`src/rtl/serial_sram_ctrl_burst.sv`:
```
// Pin-level serial access controller for the on-chip SRAM: shifts {addr,data} over a
// LOAD_N/CTRL_RDY handshake and runs SRAM reads, writes and post-increment bursts.
module serial_sram_ctrl_burst #(
   parameter int DATA_WIDTH   = 8,
   parameter int ADDR_WIDTH   = 9,
   parameter int RD_LAT       = 1,
   parameter int SYNC_STAGES  = 2,
   parameter int READ_POSTINC = 0
) (
   input  logic                  CLK,
   input  logic                  RST,
   input  logic [1:0]            CTRL_MODE,
   input  logic                  LOAD_N,
   input  logic                  CTRL_SI,
   input  logic                  CPU_OWN,
   output logic                  CTRL_RDY,
   output logic                  CTRL_SO,
   output logic                  CTRL_ERR,
   output logic                  SRAM_CEN,
   output logic                  SRAM_WEN,
   output logic [ADDR_WIDTH-1:0] SRAM_A,
   output logic [DATA_WIDTH-1:0] SRAM_D,
   input  logic [DATA_WIDTH-1:0] SRAM_Q
);

   localparam int REG_W = ADDR_WIDTH + DATA_WIDTH;
   localparam logic [1:0] LAST_WAIT = 2'(RD_LAT - 1);
   localparam logic [ADDR_WIDTH-1:0] ADDR_ONE = ADDR_WIDTH'(1);

   localparam logic [1:0] MODE_SHIFT     = 2'b00;
   localparam logic [1:0] MODE_READ      = 2'b01;
   localparam logic [1:0] MODE_WRITE_INC = 2'b10;

   typedef enum logic [2:0] {
      IDLE,
      SHIFT,
      WR,
      RD,
      RWAIT,
      DONE
   } state_t;

   state_t                 state_q, state_d;
   logic [REG_W-1:0]       shreg_q, shreg_d;
   logic [1:0]             mode_q, mode_d;
   logic                   si_q, si_d;
   logic [1:0]             cnt_q, cnt_d;
   logic                   cen_q, cen_d;
   logic                   wen_q, wen_d;
   logic                   rdy_q, rdy_d;
   logic                   err_q, err_d;
   logic [SYNC_STAGES-1:0] ld_sync;
   logic                   ld_q;
   logic                   ld_s;
   logic                   req;

   // Sync flops reset low so a LOAD_N held low through reset never looks like a falling edge.
   always_ff @(posedge CLK) begin
      if (RST) begin
         ld_sync <= '0;
         ld_q    <= 1'b0;
      end else begin
         ld_sync <= {ld_sync[SYNC_STAGES-2:0], LOAD_N};
         ld_q    <= ld_s;
      end
   end

   assign ld_s = ld_sync[SYNC_STAGES-1];
   assign req  = !ld_s && ld_q;

   always_ff @(posedge CLK) begin
      if (RST) begin
         state_q <= IDLE;
         shreg_q <= '0;
         mode_q  <= MODE_SHIFT;
         si_q    <= 1'b0;
         cnt_q   <= 2'd0;
         cen_q   <= 1'b1;
         wen_q   <= 1'b1;
         rdy_q   <= 1'b0;
         err_q   <= 1'b0;
      end else begin
         state_q <= state_d;
         shreg_q <= shreg_d;
         mode_q  <= mode_d;
         si_q    <= si_d;
         cnt_q   <= cnt_d;
         cen_q   <= cen_d;
         wen_q   <= wen_d;
         rdy_q   <= rdy_d;
         err_q   <= err_d;
      end
   end

   // Strobes are decided one state early so they come straight out of flops.
   always_comb begin
      state_d = state_q;
      shreg_d = shreg_q;
      mode_d  = mode_q;
      si_d    = si_q;
      cnt_d   = cnt_q;
      cen_d   = 1'b1;
      wen_d   = 1'b1;
      err_d   = err_q;

      unique case (state_q)
         IDLE: begin
            if (req) begin
               mode_d = CTRL_MODE;
               si_d   = CTRL_SI;
               if (CTRL_MODE == MODE_SHIFT) begin
                  state_d = SHIFT;
               end else if (CPU_OWN) begin
                  err_d   = 1'b1;
                  state_d = DONE;
               end else begin
                  err_d = 1'b0;
                  cen_d = 1'b0;
                  if (CTRL_MODE == MODE_READ) begin
                     state_d = RD;
                  end else begin
                     wen_d   = 1'b0;
                     state_d = WR;
                  end
               end
            end
         end
         SHIFT: begin
            shreg_d = {si_q, shreg_q[REG_W-1:1]};
            state_d = DONE;
         end
         WR: begin
            if (mode_q == MODE_WRITE_INC) begin
               shreg_d[REG_W-1:DATA_WIDTH] = shreg_q[REG_W-1:DATA_WIDTH] + ADDR_ONE;
            end
            state_d = DONE;
         end
         RD: begin
            cnt_d   = 2'd0;
            state_d = RWAIT;
         end
         RWAIT: begin
            if (cnt_q == LAST_WAIT) begin
               shreg_d[DATA_WIDTH-1:0] = SRAM_Q;
               if (READ_POSTINC != 0) begin
                  shreg_d[REG_W-1:DATA_WIDTH] = shreg_q[REG_W-1:DATA_WIDTH] + ADDR_ONE;
               end
               state_d = DONE;
            end else begin
               cnt_d = cnt_q + 2'd1;
            end
         end
         DONE: begin
            if (ld_s) begin
               state_d = IDLE;
            end
         end
         default: state_d = IDLE;
      endcase

      rdy_d = (state_d == DONE);
   end

   assign CTRL_RDY = rdy_q;
   assign CTRL_SO  = shreg_q[0];
   assign CTRL_ERR = err_q;
   assign SRAM_CEN = cen_q;
   assign SRAM_WEN = wen_q;
   assign SRAM_A   = shreg_q[REG_W-1:DATA_WIDTH];
   assign SRAM_D   = shreg_q[DATA_WIDTH-1:0];

endmodule

```
`config.mk`:
```
export PLATFORM = sky130hd
export DESIGN_NAME = serial_sram_ctrl_burst
export DESIGN_NICKNAME = d
export VERILOG_FILES = /design/src/rtl/serial_sram_ctrl_burst.sv
export SDC_FILE = /design/constraint.sdc
export NUM_CORES = 1
export LEC_CHECK = 0
export BUFFER_PORTS_ARGS = -buffer_cell sky130_fd_sc_hd__buf_2
export CAP_MARGIN = 20
export CORE_ASPECT_RATIO = 0.75
export CORE_MARGIN = 2
export CORE_UTILIZATION = 45
export CTS_CLUSTER_DIAMETER = 120
export DETAILED_ROUTE_END_ITERATION = 16
export MAX_ROUTING_LAYER = met4
export PLACE_DENSITY = 0.66
export SYNTH_ARGS = -nofsm -noshare
export SYNTH_HDL_FRONTEND = slang
export SYNTH_SLANG_ARGS = --single-unit
```
`constraint.sdc`:
```
create_clock -name CLK -period 1.5 [get_ports CLK]
set_input_delay 0.075 -clock CLK [delete_from_list [all_inputs] [get_ports CLK]]
set_output_delay 0.075 -clock CLK [all_outputs]
set_load 0.05 [all_outputs]
```
==> impl_results.md <==
- DR WL/cell: 17.0 um
- Mapped Cells: 179
- Layout Skew: 0.00326 ns
- Worst-path cell chain: buf_8, nand3b_1, a21oi_4, nor2_1, a211oi_1
- Max H-tree Level: 2
- Most common library cell in the layout ignoring fill and taps: buf_2
- Static leakage: 0.897 nW
- Sw Share: 41.8%
- Post-layout util: 70.2%
- FF+latch count, synth: 32
- Min setup slack post-route: -0.0475 ns
- Starting Density: 47.9%
- Overall Power: 0.00403 W
- CTS sink cnt: 32
- Vert. Die Dim: 55.7 um
- Crit end category: flip-flop
- DRT antenna net count: 0
- Final count of negative-setup-slack endpoints: 6
- Worst slew pin tran: 0.604 ns
- Max-cap violations: 0
- Clock network fraction of design power: 20.4%
- Tcrit/Tclk final: 103%
- CP Data Arrival Time: 1.74 ns
- Die area: 4070 um^2
- Comb pwr share: 49.9%
- Number of flops mapped to enable cells by yosys: 0
- Worst Setup SP: state_q[0]
- Root Buffer Master: clkbuf_8
- Dpl ws: -0.0686 ns
- Initial DRC Count: 86
- Vias in the first global route: 1465
- Library cells used by synthesis: 45
- Drt pass-1 iters: 6
- Yosys warns: 0
- Worst path bufs/invs: 1
- Pwr Density: 1710 nW/um^2
- DRC violations left: 0
- Setup tns final: -0.120 ns
- Switching power: 0.00169 W
- I/O pins: 37
- Net Count, Synth: 196
- Final global-route overflow total: 0
- RSZ-0062 raised after global routing: yes
- Vias: 1599
- Crit path largest cell delay: 0.38 ns
- Hold Violations, Final: 0
- Critical path class: flip-flop to flip-flop
- Antenna Cells: 0
- Area grow syn2layout: 46.7%
- CTS Buf Count: 5
- Core Area: 3360 um^2
- Clock slew at reported path FFs: 0.07 ns
- Startpoint Class: flip-flop
- First-pass GRT wire length: 6710 um
- Mapped Area: 1610 um^2
- Post-synthesis sequential area ratio: 39.9%
- HPWL Detailed: 2810 um
- Slew headroom: 59.7%
- CTS Buffer Depth: 2
- Max Slew Vio Count: 0
- Fraction of layout cells with a size suffix above 1: 54.2%
- Commonest cells after routing, fill and taps aside: buf_2, buf_4, dfxtp_1
- Critical Path RT: 1.70 ns
- Fin crit period: 1.55 ns
- Sequential share of power: 29.6%
- Max Freq: 646 MHz
- Worst path top cell family by delay: compound AO/OA/AOI/OAI gates
- Crit-path max FO: 7
- Slowest-stage cell, CP: a21oi_4
- Num rows: 18
- Initial antenna violation count: 0
- Largest net degree at the start of global routing: 31
- GRT Total Usage: 21.5%
- Min-delay src: LOAD_N
- Hold slack: 0.00337 ns
- Top_reg_cell synth: dfxtp_1
- Clk_lat worst skew: 0.28 ns
- Mean Syn Cell Area: 8.98 um^2
- Vias/cell: 5.71
- Nets: 256
- Drt total wl: 4750 um
- Internal: 0.00235 W
- CTS tree: done
- Number of port buffers: 36
- GPL Wtd Cong: 0.809
- Failing checks: setup timing
- Peak supply drop: 1.45 mV
- Worst r2r src: state_q[0]
- Hold/Removal Path Class: input port to flip-flop
- Die width: 73.0 um
- Status: finished, violations left
- Synth async-reset ratio: 0%
## cells in the mapped netlist, drive strengths merged, types with 5 or more instances
master | instances | area, um^2
nand2 | 9 | 33.8
mux2i | 10 | 100
a21oi | 18 | 101
o21ai | 8 | 40.0
a211oi | 10 | 75.1
dfxtp | 32 | 641
inv | 8 | 30.0
buf | 12 | 95.1
nand2b | 5 | 33.8
nor2 | 18 | 67.6
## power by group through the flow
stage          clock, W  sequential, W  combinational, W
2_1_floorplan         0        0.00153          0.000698
3_3_place_gp          0        0.00114           0.00136
3_5_place_dp          0        0.00116           0.00140
4_1_cts        0.000824        0.00115           0.00147
5_1_grt        0.000866        0.00121           0.00213
6_report       0.000824        0.00119           0.00201
## stage by stage
| stage | instance area [um^2] | cells |
|---|---|---|
| 2_1_floorplan | 1620 | 179 |
| 3_3_place_gp | 1910 | 262 |
| 3_5_place_dp | 1910 | 262 |
| 4_1_cts | 2070 | 274 |
| 5_1_grt | 2360 | 280 |
| 6_report | 2360 | 280 |
## cells by family after synthesis
group / synth area share, %
and+or+nand+nor: 21.7
AOI/OAI and AO/OA: 22.4
DFF: 39.9
buffers and inverters: 8.26
muxes: 6.23
adders and majority gates: 1.56
## routing by layer
| metal | GRT usage [%] | vias to the layer above | wire, um |
|---|---|---|---|
| li1 | - | 765 | - |
| met1 | 26.4 | 764 | 2070 |
| met2 | 33.8 | 61 | 2320 |
| met3 | 6.52 | 9 | 276 |
| met4 | 6.08 | 0 | 81 |
| met5 | - | - | 0 |
## what timing repair did
item	in CTS	in global routing
gates cloned	2	1
setup endpoints to repair	21	26
hold buffers	0	0
buffers inserted	2	5
gates resized for setup	10	57
pin swaps	2	18
## sequential cells by signal, indices dropped and copies added, names as in the netlist
signal and count:
shreg_q 17, state_q 3, cnt_q 2, ld_sync 2, mode_q 2, CTRL_ERR 1
CTRL_RDY 1, SRAM_CEN 1, SRAM_WEN 1, ld_q 1, si_q 1
## final timing paths
path                              endpoint  slack (ns)  cells after the start
worst max-delay path            shreg_q[5]       -0.05                      5
worst min-delay path            ld_sync[0]       0.003                      2
worst max register to register  shreg_q[5]       -0.05                      5
worst min register to register  ld_sync[1]        0.46                      1
## layout make-up
cell class | count | area [um^2]
multi-input cells | 127 | 1060
clock buffers | 6 | 72.6
clock inverters | 2 | 35.0
inverters | 8 | 30.0
flip-flops and latches | 32 | 669
fillers | 239 | 998
well taps | 40 | 50.0
repair buffers | 65 | 444
No activity file was read; power rests on OpenSTA's default activity.
